===== src/rtl/rsnn_pkg.sv =====
// rtl/rsnn_pkg.sv - shared state encoding and default sizes for the register readback path
package rsnn_pkg;

  typedef enum logic [1:0] {
    ST_IDLE  = 2'd0,
    ST_SHIFT = 2'd1,
    ST_DONE  = 2'd2
  } rb_state_t;

  localparam int DEF_WIDTH    = 3;
  localparam int DEF_NUM_REGS = 4;

  // Counter width that stays at least one bit wide for a count of one.
  function automatic int cnt_w(input int n);
    return (n > 1) ? $clog2(n) : 1;
  endfunction

endpackage


===== src/rtl/readback_shifter.sv =====
// rtl/readback_shifter.sv - shadow copy of the register bank with MSB-first bit select
module readback_shifter
  import rsnn_pkg::*;
#(
  parameter int WIDTH    = DEF_WIDTH,
  parameter int NUM_REGS = DEF_NUM_REGS
) (
  input  logic                          clk,
  input  logic                          rst_n,
  input  logic                          load,
  input  logic [NUM_REGS*WIDTH-1:0]     data,
  input  logic [cnt_w(NUM_REGS)-1:0]    reg_idx,
  input  logic [cnt_w(WIDTH)-1:0]       bit_cnt,
  output logic                          bit_out
);

  localparam int BW = cnt_w(WIDTH);
  localparam int IW = cnt_w(NUM_REGS);
  localparam logic [BW-1:0] BIT_LAST = BW'(WIDTH - 1);

  logic [NUM_REGS*WIDTH-1:0] shadow;
  logic [WIDTH-1:0]          cur;

  always_ff @(posedge clk or negedge rst_n) begin
    if (!rst_n) begin
      shadow <= '0;
    end else if (load) begin
      shadow <= data;
    end
  end

  always_comb begin
    cur = '0;
    for (int i = 0; i < NUM_REGS; i++) begin
      if (reg_idx == IW'(i)) cur = shadow[WIDTH*i +: WIDTH];
    end
  end

  // bit_cnt counts from the MSB downwards, so position = WIDTH-1 - bit_cnt
  assign bit_out = cur[BIT_LAST - bit_cnt];

endmodule


===== src/rtl/reg_readback.sv =====
// rtl/reg_readback.sv - serialises a snapshot of NUM_REGS registers, MSB first, with backpressure
module reg_readback
  import rsnn_pkg::*;
#(
  parameter int WIDTH    = DEF_WIDTH,
  parameter int NUM_REGS = DEF_NUM_REGS
) (
  input  logic                          clk,
  input  logic                          rst_n,
  input  logic                          start,
  input  logic [NUM_REGS*WIDTH-1:0]     regs_in,
  input  logic                          out_ready,
  output logic                          sout,
  output logic                          sout_valid,
  output logic                          reg_first,
  output logic [cnt_w(NUM_REGS)-1:0]    reg_idx,
  output logic                          busy,
  output logic                          done
);

  localparam int BW = cnt_w(WIDTH);
  localparam int IW = cnt_w(NUM_REGS);
  localparam logic [BW-1:0] BIT_LAST = BW'(WIDTH - 1);
  localparam logic [IW-1:0] REG_LAST = IW'(NUM_REGS - 1);

  rb_state_t       state;
  logic [BW-1:0]   bit_cnt;
  logic            load;
  logic            msb;

  assign load = (state == ST_IDLE) && start;

  always_ff @(posedge clk or negedge rst_n) begin
    if (!rst_n) begin
      state   <= ST_IDLE;
      bit_cnt <= '0;
      reg_idx <= '0;
    end else begin
      case (state)
        ST_IDLE: begin
          if (start) begin
            state   <= ST_SHIFT;
            bit_cnt <= '0;
            reg_idx <= '0;
          end
        end
        ST_SHIFT: begin
          if (out_ready) begin
            if (bit_cnt == BIT_LAST) begin
              bit_cnt <= '0;
              // last register ends the frame rather than wrapping reg_idx
              if (reg_idx == REG_LAST) state <= ST_DONE;
              else                     reg_idx <= reg_idx + IW'(1);
            end else begin
              bit_cnt <= bit_cnt + BW'(1);
            end
          end
        end
        ST_DONE: state <= ST_IDLE;
        default: state <= ST_IDLE;
      endcase
    end
  end

  readback_shifter #(
    .WIDTH    (WIDTH),
    .NUM_REGS (NUM_REGS)
  ) u_shifter (
    .clk     (clk),
    .rst_n   (rst_n),
    .load    (load),
    .data    (regs_in),
    .reg_idx (reg_idx),
    .bit_cnt (bit_cnt),
    .bit_out (msb)
  );

  assign sout_valid = (state == ST_SHIFT);
  assign sout       = sout_valid & msb;
  assign reg_first  = sout_valid && (bit_cnt == '0);
  assign busy       = (state != ST_IDLE);
  assign done       = (state == ST_DONE);

endmodule

===== config.mk =====
export PLATFORM = sky130hd
export DESIGN_NAME = reg_readback
export DESIGN_NICKNAME = d
export VERILOG_FILES = /design/src/rtl/rsnn_pkg.sv /design/src/rtl/readback_shifter.sv /design/src/rtl/reg_readback.sv
export SDC_FILE = /design/constraint.sdc
export NUM_CORES = 1
export LEC_CHECK = 0
export CAP_MARGIN = 5
export CORE_MARGIN = 4
export CORE_UTILIZATION = 43
export CTS_BUF_LIST = sky130_fd_sc_hd__clkbuf_4 sky130_fd_sc_hd__clkbuf_8 sky130_fd_sc_hd__clkbuf_16
export DETAILED_ROUTE_END_ITERATION = 16
export MAX_ROUTING_LAYER = met4
export PLACE_DENSITY = 0.78
export SLEW_MARGIN = 20
export SYNTH_ARGS = -nofsm -noshare
export SYNTH_HDL_FRONTEND = slang
export SYNTH_SLANG_ARGS = --single-unit
export TNS_END_PERCENT = 10

===== constraint.sdc =====
create_clock -name clk -period 1.9 [get_ports clk]
set_clock_uncertainty 0.2 [all_clocks]
set_input_delay 0.57 -clock clk [delete_from_list [all_inputs] [get_ports clk]]
set_output_delay 0.57 -clock clk [all_outputs]
set_load 0.005 [all_outputs]

==> implementation parameters, run 1 <==
Parameter                              Value

Placement
  Sum of net half-perimeters after detailed placement ... 1.66 mm
  Port Buf Inserts ... 22
  RD Place Congestion ... 0.823

Yosys
  Share of flip-flops with an asynchronous set or reset ... 1.00
  Sequential cell area fraction in the yosys report ... 0.466
  Most used flip-flop cell after synthesis ... dfrtp_1
  Syn Inst Count ... 87
  Seq cells post-synth ... 18
  Number of synthesized flops with an enable pin ... 0
  Number of warnings printed during yosys synthesis ... 0
  Cell Area, Synth ... 967 um^2
  Number of unique standard cell types used by synthesis ... 29
  Net Count, Synth ... 110
  Post-Synthesis Mean Instance Area ... 11.1 um^2

GRT
  Initial antenna violation count ... 0
  Final global-route overflow total ... 0
  Global-route usage over all layers ... 0.159
  Wire length of the first global-routing pass ... 3.89 mm
  Pin count of the biggest net entering global routing ... 19
  Via count of the first global-routing pass ... 898

Die
  Die Y-Extent ... 55.4 um
  Total Die Area ... 3070 um^2
  Area of the core ... 2040 um^2
  Row count ... 16
  Count of boundary I/O pins ... 23
  Die width ... 55.4 um
  Starting density of the core ... 0.474

STA
  Max Clock Freq ... 398 MHz
  Worst path setup slack after routing ... -0.613 ns
  Minimum period implied by the final worst setup slack ... 2.51 ns
  Count of final setup violators ... 5
  Final Slew Violations ... 0
  Final period util ... 1.32
  Sum Neg Setup Slack ... -0.969 ns
  Setup repair after global routing missed its margin ... yes
  WHS ... 0.330 ns
  Number of hold-slack violations in the final timing report ... 0
  Worst Tran Pin Value ... 0.243 ns
  Relative slew slack ... 0.838

Critical path
  Highest fanout seen on the critical path ... 6
  Cell at the slowest stage of the critical path ... dfrtp_2
  Biggest cell delay along the critical path ... 0.45 ns
  Data required, critical path ... 1.13 ns
  CP Capture Type ... output port
  Critical path startpoint category ... flop
  Reg2reg path depth ... 7
  Startpoint of the lowest-slack register-to-register path ... reg_idx[0]$_DFFE_PN0P_
  Crit path DAT ... 1.74 ns
  Setup CP Type ... flop to output port
  Crit path cell chain ... inv_4 -> ha_4 -> a21oi_2 -> o21ai_1 -> a221oi_2 -> o32ai_2 -> buf_2
  Critical register-to-register path endpoint ... reg_idx[1]$_DFFE_PN0P_
  Slack of the worst reg-to-reg path ... 0.14 ns

Drt
  Detailed Route WL ... 2.21 mm
  Number of vias per cell after detailed routing ... 5.12
  Drt drc ... 0
  Length of routed wiring on met1 ... 922 um
  DRT antenna net count ... 0
  Number of DRC markers after the initial detailed-route iteration ... 12
  Drt wl/cell ... 14.2 um
  Router iterations before antenna repair ... 4
  Met2 WL ... 1.18 mm
  Met3 wire length ... 88 um
  Total vias in the final route ... 793
  Highest routed layer ... met4

Clock tree
  Number of buffers between clock root and the deepest sink ... 2
  H-tree depth ... 1
  Clk sink count ... 18
  Clock insertion delay at the later pin of the skew report ... 0.30 ns
  Post-CTS clock slew at the launch and capture registers of the worst setup and hold paths ... 0.10 ns
  CTS tree ... yes
  Clock buffer count from CTS ... 3
  CTS Root Cell ... clkbuf_4

Flow run
  # Max-Cap Violations ... 0

Pwr
  Clock share of power ... 0.101
  Switching power summed over all nets ... 0.000846 W
  Internal power component ... 0.00148 W
  Fraction of power consumed by sequential logic ... 0.301
  Switching share of power ... 0.363
  Total leakage power ... 0.651 nW
  Peak supply drop ... 1010 uV
  Comb pwr share ... 0.598
  Pwr/cell area ... 1570 nW/um^2

Status
  Status ... finished with violations
  Violated checks ... negative setup slack

Layout
  Count of filler cells inserted in the layout ... 160
  Area overhead of the layout relative to synthesis ... 53.3%
  Count of nets after finishing ... 152
  Final antenna diode count ... 0
  Share of cells above drive strength 1 ... 0.422

Min path
  Capture endpoint of the worst hold path ... u_shifter.shadow[11]$_DFFE_PN0P_
  Hold Path Depth ... 1
  Min-Delay Startpoint ... u_shifter.shadow[11]$_DFFE_PN0P_
  Classification of the worst-slack hold path ... flop to flop
[power by group through the flow]
stage	Combinational, W	Clock, W	Sequential [W]
after detailed placement	0.00124	0	0.000705
after CTS	0.00129	0.000243	0.000700
final	0.00139	0.000236	0.000701
after global placement	0.00119	0	0.000695
after global routing	0.00154	0.000274	0.000722
after floorplan	0.000732	0	0.000694
[timing repair]
item | in CTS | in global routing
setup buffers | 3 | 0
resized for setup | 24 | 8
hold buffers | 0 | 0
pin swaps | 5 | 0
endpoints found under the setup margin | 7 | 9
[metal layers]
metal | global-route usage | vias up
met3 | 0.0606 | 4
met4 | 0.0313 | 0
li1 | - | 391
met2 | 0.272 | 15
met5 | - | -
met1 | 0.176 | 383
[layout by cell type (no fill, tap or decap), types with 2 or more instances in the layout]
| master | count |
|---|---|
| dfrtp_1 | 16 |
| clkdlybuf4s50_1 | 15 |
| buf_4 | 14 |
| nand2_1 | 8 |
| inv_1 | 6 |
| mux2_2 | 6 |
| buf_6 | 5 |
| a21oi_2 | 4 |
| o21ai_0 | 4 |
| ha_4 | 4 |
| o21ai_1 | 3 |
| a21oi_1 | 3 |
| mux2_4 | 3 |
| ha_1 | 3 |
| clkbuf_4 | 3 |
| inv_4 | 2 |
| a221oi_2 | 2 |
| a32o_1 | 2 |
| a22o_1 | 2 |
| dlygate4sd2_1 | 2 |
| dfrtp_2 | 2 |
[flip-flops by register name, summed over array words and instances (netlist names)]
| register | flops |
|---|---|
| bit_cnt | 2 |
| u_shifter.shadow | 12 |
| state | 2 |
| reg_idx | 2 |
[how the worst max path moves through the flow]
stage                     slack [ns]   end              startpoint
after floorplan                -0.10  sout  reg_idx[0]$_DFFE_PN0P_
after global placement         -0.66  sout  reg_idx[1]$_DFFE_PN0P_
after detailed placement       -0.68  sout  reg_idx[1]$_DFFE_PN0P_
after CTS                      -0.58  sout  reg_idx[1]$_DFFE_PN0P_
after global routing           -0.77  sout  reg_idx[1]$_DFFE_PN0P_
final                          -0.61  sout  reg_idx[0]$_DFFE_PN0P_
[cell usage after synthesis, types with 2 or more instances]
cell type,n,area share
a32o_1,2,0.021
a221oi_1,2,0.018
a21oi_1,6,0.031
dfrtp_1,18,0.47
inv_1,8,0.031
mux2_4,3,0.047
ha_1,7,0.091
a22o_1,2,0.018
nand2_1,8,0.031
mux2_2,6,0.070
nor2b_1,2,0.013
o21ai_0,6,0.031
[critical path: cells and delay by family, from the launching register on]
| kind | cells | cell delay (ns) |
|---|---|---|
| DFF | 1 | 0.45 |
| AOI/OAI and AO/OA | 4 | 0.59 |
| buffers and inverters | 2 | 0.21 |
| adders and majority gates | 1 | 0.19 |
[logic make-up after synthesis]
logic type | synth area share
buffers and inverters | 0.0517
adder cells (fa/ha/maj) | 0.0906
multiplexers | 0.127
AO/OA/AOI/OAI | 0.164
AND/OR/NAND/NOR | 0.101
flip-flops | 0.466
[per-stage QoR]
stage | cell area (um^2) | power, W | worst slack, ns | cells | utilization
after floorplan | 1040 | 0.00143 | -0.105 | 87 | -
after global placement | 1390 | 0.00188 | -0.664 | 148 | 0.678
after detailed placement | 1390 | 0.00195 | -0.678 | 148 | 0.678
after CTS | 1450 | 0.00223 | -0.576 | 155 | 0.712
after global routing | 1480 | 0.00254 | -0.772 | 155 | 0.726
final | 1480 | 0.00233 | -0.613 | 155 | 0.726
[cell type report]
| cell class | count | area, um^2 | area share |
|---|---|---|---|
| Tap cell | 27 | 33.8 | 0.0228 |
| Clock buffer | 4 | 36.3 | 0.0245 |
| Sequential cell | 18 | 453 | 0.305 |
| Timing Repair Buffer | 40 | 372 | 0.251 |
| Inverter | 8 | 35.0 | 0.0236 |
| Multi-Input combinational cell | 58 | 553 | 0.373 |
Power figures use the tool's default switching activity.
==> inputs of run 2 (changes only) <==
--- a/config.mk
+++ b/config.mk
@@ -6,7 +6,6 @@
 export NUM_CORES = 1
 export LEC_CHECK = 0
 export CAP_MARGIN = 5
-export CORE_MARGIN = 4
 export CORE_UTILIZATION = 43
 export CTS_BUF_LIST = sky130_fd_sc_hd__clkbuf_4 sky130_fd_sc_hd__clkbuf_8 sky130_fd_sc_hd__clkbuf_16
 export DETAILED_ROUTE_END_ITERATION = 16
==> run 2 against run 1 <==
The flow still finishes with violations (negative setup slack); flip-flop and latch count unchanged; highest routed layer unchanged; sequential power is essentially flat; via count rose by 2.8%; critical endpoint unchanged; sequential share of layout area shrank 0.051 points.
==> implementation parameters, run 2 (same netlist as run 1, synthesis figures left out) <==
Parameter                              Value

Critical path
  Slack of the worst reg-to-reg path ... 0.07 ns (-0.07 ns)
  Crit path cell chain ... buf_6 -> ha_4 -> a21oi_2 -> a221oi_2 -> o32ai_2 -> buf_2
  Reg2reg path depth ... 8 (+1)
  CP Capture Type ... output port
  Critical path startpoint category ... flop
  Family of cells with the greatest summed delay on the critical path ... flip-flops
  Cell at the slowest stage of the critical path ... dfrtp_2
  Worst setup startpoint ... reg_idx[0]$_DFFE_PN0P_
  Highest fanout seen on the critical path ... 7 (+1)
  Critical register-to-register path endpoint ... reg_idx[0]$_DFFE_PN0P_
  Setup CP Type ... flop to output port
  Crit path DAT ... 1.73 ns (about the same)
  Startpoint of the lowest-slack register-to-register path ... reg_idx[0]$_DFFE_PN0P_
  Data required, critical path ... 1.13 ns (about the same)
  Buf+Inv Stages, Crit Path ... 2 (unchanged)
  Biggest cell delay along the critical path ... 0.48 ns (+0.03 ns)

STA
  Final period util ... 1.31 (-0.00867)
  Setup repair after global routing missed its margin ... yes
  Worst Tran Pin Value ... 0.241 ns (-0.00199 ns)
  Minimum period implied by the final worst setup slack ... 2.50 ns (-0.0165 ns)
  Worst path setup slack after routing ... -0.597 ns (+0.0165 ns)
  Final Slew Violations ... 0 (unchanged)
  Relative slew slack ... 0.839 (+0.00132)
  Number of hold-slack violations in the final timing report ... 0 (unchanged)
  Max Clock Freq ... 401 MHz (+0.66%)
  Count of final setup violators ... 5 (unchanged)

Layout
  Share of cells above drive strength 1 ... 0.453 (+0.0313)
  Final non-filler cell total ... 155 (unchanged)
  Most flop-heavy register ... u_shifter.shadow
  Count of filler cells inserted in the layout ... 168 (+5.0%)
  Area overhead of the layout relative to synthesis ... 53.6%
  Number of flip-flops under the largest register name ... 12 (unchanged)
  Final antenna diode count ... 0 (unchanged)
  Most frequent cells in the layout ... 16 x dfrtp_1, 15 x clkdlybuf4s50_1, 12 x buf_4
  Count of nets after finishing ... 152 (unchanged)
  Post-route cell area ... 1490 um^2 (+0.17%)
  Leading cell type in the layout, fill and taps excluded ... dfrtp_1

Drt
  Length of routed wiring on met1 ... 967 um (+4.9%)
  Drt drc ... 0 (unchanged)
  Number of vias per cell after detailed routing ... 5.26 (+2.8%)
  Detailed Route WL ... 2.31 mm (+4.5%)
  Total vias in the final route ... 815 (+2.8%)
  Highest routed layer ... met4
  Met2 WL ... 1.23 mm (+4.9%)
  Drt wl/cell ... 14.9 um (+4.5%)
  DRT antenna net count ... 0 (unchanged)
  Number of DRC markers after the initial detailed-route iteration ... 6 (-6)
  Router iterations before antenna repair ... 4 (unchanged)
  Met3 wire length ... 97 um (+10%)

Pwr
  Pwr/cell area ... 1600 nW/um^2 (+1.5%)
  Clock share of power ... 0.093 (-0.008)
  Switching power summed over all nets ... 0.000884 W (+4.4%)
  Internal power component ... 0.00149 W (+0.10%)
  Fraction of power consumed by sequential logic ... 0.296 (-0.005)
  Comb pwr share ... 0.611 (+0.013)
  Total leakage power ... 0.643 nW (-1.2%)
  Switching share of power ... 0.373 (+0.00988)
  Peak supply drop ... 961 uV (-4.7%)

Placement
  Sum of net half-perimeters after detailed placement ... 1.59 mm (-4.1%)
  Port Buf Inserts ... 22 (unchanged)
  Post-Place Cell Area ... 1390 um^2 (unchanged)
  Cell count after placement ... 148 (unchanged)
  RD Place Congestion ... 0.823 (about the same)

Clock tree
  CTS Root Cell ... clkbuf_4
  Clock buffer count from CTS ... 3 (unchanged)
  CTS tree ... yes
  Clock insertion delay at the later pin of the skew report ... 0.30 ns (about the same)
  Hold buffer count at cts ... 0 (unchanged)
  H-tree depth ... 1 (unchanged)
  Number of buffers between clock root and the deepest sink ... 2 (unchanged)
  Post-CTS clock slew at the launch and capture registers of the worst setup and hold paths ... 0.11 ns (about the same)
  Clk sink count ... 18 (unchanged)

GRT
  Pin count of the biggest net entering global routing ... 19 (unchanged)
  Via count of the first global-routing pass ... 893 (-0.56%)
  Final global-route overflow total ... 0 (unchanged)
  Global-route usage over all layers ... 0.231 (+0.0723)
  Initial antenna violation count ... 0 (unchanged)
  Wire length of the first global-routing pass ... 4.11 mm (+5.5%)

Status
  Status ... finished with violations
  Violated checks ... negative setup slack

Min path
  Classification of the worst-slack hold path ... flop to flop
  Hold Path Depth ... 1 (unchanged)
  Min-Delay Startpoint ... u_shifter.shadow[11]$_DFFE_PN0P_
  Capture endpoint of the worst hold path ... u_shifter.shadow[11]$_DFFE_PN0P_

Die
  Die width ... 49.4 um (-11%)
  Die Y-Extent ... 49.4 um (-11%)
  Total Die Area ... 2440 um^2 (-20%)
  Count of boundary I/O pins ... 23 (unchanged)
  Area of the core ... 2040 um^2 (unchanged)
  Row count ... 16 (unchanged)
  Starting density of the core ... 0.474 (unchanged)

Flow run
  # Max-Cap Violations ... 0 (unchanged)
## run 2: worst reg2reg max path, delay by kind of cell (launching register included)
family	cells	cell delay [ns]
buf+inv	3	0.42
mux	1	0.14
flops	1	0.48
compound gates	2	0.23
simple gates	1	0.14
fa+ha+maj	1	0.18
## run 2: per-stage QoR
| step | setup TNS, ns | util | hold slack [ns] | setup slack (ns) | total power, W |
|---|---|---|---|---|---|
| after global placement | -2.95 | 0.678 | 0.307 | -0.659 | 0.00188 |
| final | -0.897 | 0.727 | 0.328 | -0.597 | 0.00237 |
| after global routing | -1.18 | 0.727 | 0.355 | -0.687 | 0.00255 |
| after CTS | -1.27 | 0.719 | 0.330 | -0.585 | 0.00229 |
| after detailed placement | -3.36 | 0.678 | 0.305 | -0.695 | 0.00195 |
| after floorplan | -0.105 | - | 0.0744 | -0.105 | 0.00143 |
## run 2: power by group through the flow
| stage | sequential [W] | clock (W) | combinational [W] |
|---|---|---|---|
| 6_report | 0.000702 | 0.000220 | 0.00145 |
| 3_3_place_gp | 0.000695 | 0 | 0.00119 |
| 5_1_grt | 0.000730 | 0.000243 | 0.00158 |
| 4_1_cts | 0.000701 | 0.000223 | 0.00136 |
| 2_1_floorplan | 0.000694 | 0 | 0.000732 |
| 3_5_place_dp | 0.000704 | 0 | 0.00124 |
## run 2: per-layer routing
layer / GRT usage / up-vias
met3: 0.0312 / 2
met2: 0.420 / 19
met5: - / -
li1: - / 392
met1: 0.261 / 402
met4: 0.0714 / 0
## run 2: how the worst max path moves through the flow
stage / endpoint / cells after the start
detailed placement: sout / 7
global route: sout / 7
CTS: sout / 6
finish: sout / 6
global placement: sout / 7
floorplan: sout / 5
## run 2: cell type report
class | count | area, um^2 | share of cell area
Clock buffer | 4 | 30.0 | 0.0202
Inverter | 8 | 35.0 | 0.0236
Timing Repair Buffer | 40 | 368 | 0.248
Multi-Input combinational cell | 58 | 566 | 0.381
Tap cell | 27 | 33.8 | 0.0227
Sequential cell | 18 | 453 | 0.305
## run 2: timing repair
action / in CTS / in global routing
buffers inserted: 3 / 0
resized for setup: 29 / 13
pin swaps: 7 / 3
endpoints found under the setup margin: 7 / 9
==> inputs of run 3 (changes only) <==
--- a/config.mk
+++ b/config.mk
@@ -11,7 +11,7 @@
 export DETAILED_ROUTE_END_ITERATION = 16
 export MAX_ROUTING_LAYER = met4
 export PLACE_DENSITY = 0.78
-export SLEW_MARGIN = 20
+export SKIP_CTS_REPAIR_TIMING = 1
 export SYNTH_ARGS = -nofsm -noshare
 export SYNTH_HDL_FRONTEND = slang
 export SYNTH_SLANG_ARGS = --single-unit
==> run 3 against run 2 <==
The flow still finishes with violations (negative setup slack); clock-buffer cell count unchanged; register-to-register slack better by 0.06 ns; largest cell class unchanged; first-iteration DRC count rose by 33%; power fell by 7.6%.
==> implementation parameters, run 3 (same netlist as run 1, synthesis figures left out) <==
Parameter                              Value

STA
  Worst path setup slack after routing ... -0.645 ns (-0.0484 ns)
  Number of hold-slack violations in the final timing report ... 0 (unchanged)
  Final Slew Violations ... 0 (unchanged)
  Relative slew slack ... 0.829 (-0.0104)
  Final period util ... 1.34 (+0.0255)
  Minimum period implied by the final worst setup slack ... 2.55 ns (+0.0484 ns)
  Max Clock Freq ... 393 MHz (-1.9%)
  Worst Tran Pin Value ... 0.257 ns (+0.0156 ns)
  Count of final setup violators ... 5 (unchanged)
  Setup repair after global routing missed its margin ... yes

Drt
  Total vias in the final route ... 786 (-3.6%)
  Drt drc ... 0 (unchanged)
  Number of vias per cell after detailed routing ... 5.07 (-3.6%)
  Router iterations before antenna repair ... 5 (+1)
  Detailed Route WL ... 2.10 mm (-9.0%)
  DRT antenna net count ... 0 (unchanged)
  Number of DRC markers after the initial detailed-route iteration ... 8 (+2)
  Drt wl/cell ... 13.5 um (-9.0%)

Clock tree
  Number of buffers between clock root and the deepest sink ... 2 (unchanged)
  Clock insertion delay at the later pin of the skew report ... 0.30 ns (about the same)
  Clk sink count ... 18 (unchanged)
  Clock buffer count from CTS ... 3 (unchanged)
  H-tree depth ... 1 (unchanged)
  Post-CTS clock slew at the launch and capture registers of the worst setup and hold paths ... 0.11 ns (about the same)
  CTS Root Cell ... clkbuf_4
  CTS tree ... yes

Critical path
  Setup CP Type ... flop to output port
  Highest fanout seen on the critical path ... 6 (-1)
  Reg2reg path depth ... 7 (-1)
  Critical path startpoint category ... flop
  CP Capture Type ... output port
  Critical register-to-register path endpoint ... reg_idx[1]$_DFFE_PN0P_
  Data required, critical path ... 1.13 ns (about the same)
  Startpoint of the lowest-slack register-to-register path ... reg_idx[0]$_DFFE_PN0P_
  Crit path DAT ... 1.78 ns (+0.05 ns)
  Slack of the worst reg-to-reg path ... 0.13 ns (+0.06 ns)

Pwr
  Pwr/cell area ... 1510 nW/um^2 (-5.5%)
  Overall power consumption ... 0.00219 W (-7.6%)
  Peak supply drop ... 902 uV (-6.1%)
  Total leakage power ... 0.641 nW (-0.31%)

Status
  Violated checks ... negative setup slack
  Status ... finished with violations

Flow run
  # Max-Cap Violations ... 0 (unchanged)

Min path
  Classification of the worst-slack hold path ... flop to flop
  Capture endpoint of the worst hold path ... u_shifter.shadow[11]$_DFFE_PN0P_
  Min-Delay Startpoint ... u_shifter.shadow[11]$_DFFE_PN0P_
  Hold Path Depth ... 1 (unchanged)

Placement
  Sum of net half-perimeters after detailed placement ... 1.59 mm (unchanged)
  Worst slack at placement ... -0.695 ns (unchanged)
  RD Place Congestion ... 0.823 (unchanged)
  Port Buf Inserts ... 22 (unchanged)

Layout
  Count of filler cells inserted in the layout ... 174 (+3.6%)
  Share of cells above drive strength 1 ... 0.391 (-0.0625)
  Most flop-heavy register ... u_shifter.shadow
  Most frequent cells in the layout ... 16 x dfrtp_1, 15 x clkdlybuf4s50_1, 15 x buf_4
  Final core utilization ... 0.711 (-0.0165)
  Number of flip-flops under the largest register name ... 12 (unchanged)
  Leading cell type in the layout, fill and taps excluded ... dfrtp_1
  Area overhead of the layout relative to synthesis ... 50.1%
  Final antenna diode count ... 0 (unchanged)
  Count of nets after finishing ... 152 (unchanged)

GRT
  Wire length of the first global-routing pass ... 3.67 mm (-11%)
  Pin count of the biggest net entering global routing ... 19 (unchanged)
  Global-route usage over all layers ... 0.204 (-0.0271)
  Via count of the first global-routing pass ... 851 (-4.7%)
  Initial antenna violation count ... 0 (unchanged)
  Final global-route overflow total ... 0 (unchanged)

Die
  Die Y-Extent ... 49.4 um (unchanged)
  Row count ... 16 (unchanged)
  Total Die Area ... 2440 um^2 (unchanged)
  Area of the core ... 2040 um^2 (unchanged)
  Starting density of the core ... 0.474 (unchanged)
  Die width ... 49.4 um (unchanged)
  Count of boundary I/O pins ... 23 (unchanged)
run 3: changes by cell type in the layout (fill, tap and decap cells not counted), moves of 2 or more:
cell | previous run | this run
buf_4 | 12 | 15
buf_6 | 7 | 3
a221oi_1 | 0 | 2
a221oi_2 | 2 | 0
dlymetal6s2s_1 | 0 | 3
clkbuf_2 | 3 | 1
run 3: how the worst max path moves through the flow:
stage / startpoint / to / slack (ns) / depth (start not counted)
finish: reg_idx[1]$_DFFE_PN0P_ / sout / -0.65 / 7
global route: reg_idx[1]$_DFFE_PN0P_ / sout / -0.73 / 7
CTS: reg_idx[1]$_DFFE_PN0P_ / sout / -1.04 / 7
detailed placement: reg_idx[0]$_DFFE_PN0P_ / sout / -0.70 / 7
global placement: reg_idx[1]$_DFFE_PN0P_ / sout / -0.66 / 7
floorplan: reg_idx[0]$_DFFE_PN0P_ / sout / -0.10 / 5
run 3: area by class of cell:
type,instances,area [um^2],area share
inverters,8,35.0,0.0241
clock buffers,4,30.0,0.0207
multi-input cells,58,531,0.366
flip-flops and latches,18,453,0.312
well taps,27,33.8,0.0233
repair buffers,40,369,0.254
run 3: critical path, cell delays in order, from the launching register on:
cell and delay (ns):
dfrtp_2 0.47, inv_4 0.07, ha_4 0.18, a21oi_1 0.13
o21ai_1 0.08, a221oi_1 0.28, o32ai_1 0.14, buf_2 0.14
run 3: per-stage QoR:
| stage | cell area, um^2 | hold slack [ns] | setup TNS (ns) | std cells |
|---|---|---|---|---|
| 2_1_floorplan | 1040 | 0.0744 | -0.105 | 87 |
| 3_3_place_gp | 1390 | 0.307 | -2.95 | 148 |
| 3_5_place_dp | 1390 | 0.305 | -3.36 | 148 |
| 4_1_cts | 1420 | 0.330 | -3.34 | 152 |
| 5_1_grt | 1450 | 0.349 | -1.30 | 155 |
| 6_report | 1450 | 0.326 | -1.03 | 155 |
run 3: per-layer routing:
metal	part of all wire	routed length, um	track usage
met4	0.012	26	0.0762
met3	0.041	87	0.0312
met1	0.43	910	0.239
met5	0	0	-
met2	0.51	1080	0.352
run 3: where the power goes:
| group | internal, W | switching, W |
|---|---|---|
| clock network | 0.0000960 | 0.000120 |
| logic | 0.000740 | 0.000533 |
| registers | 0.000567 | 0.000132 |
| total | 0.00140 | 0.000786 |
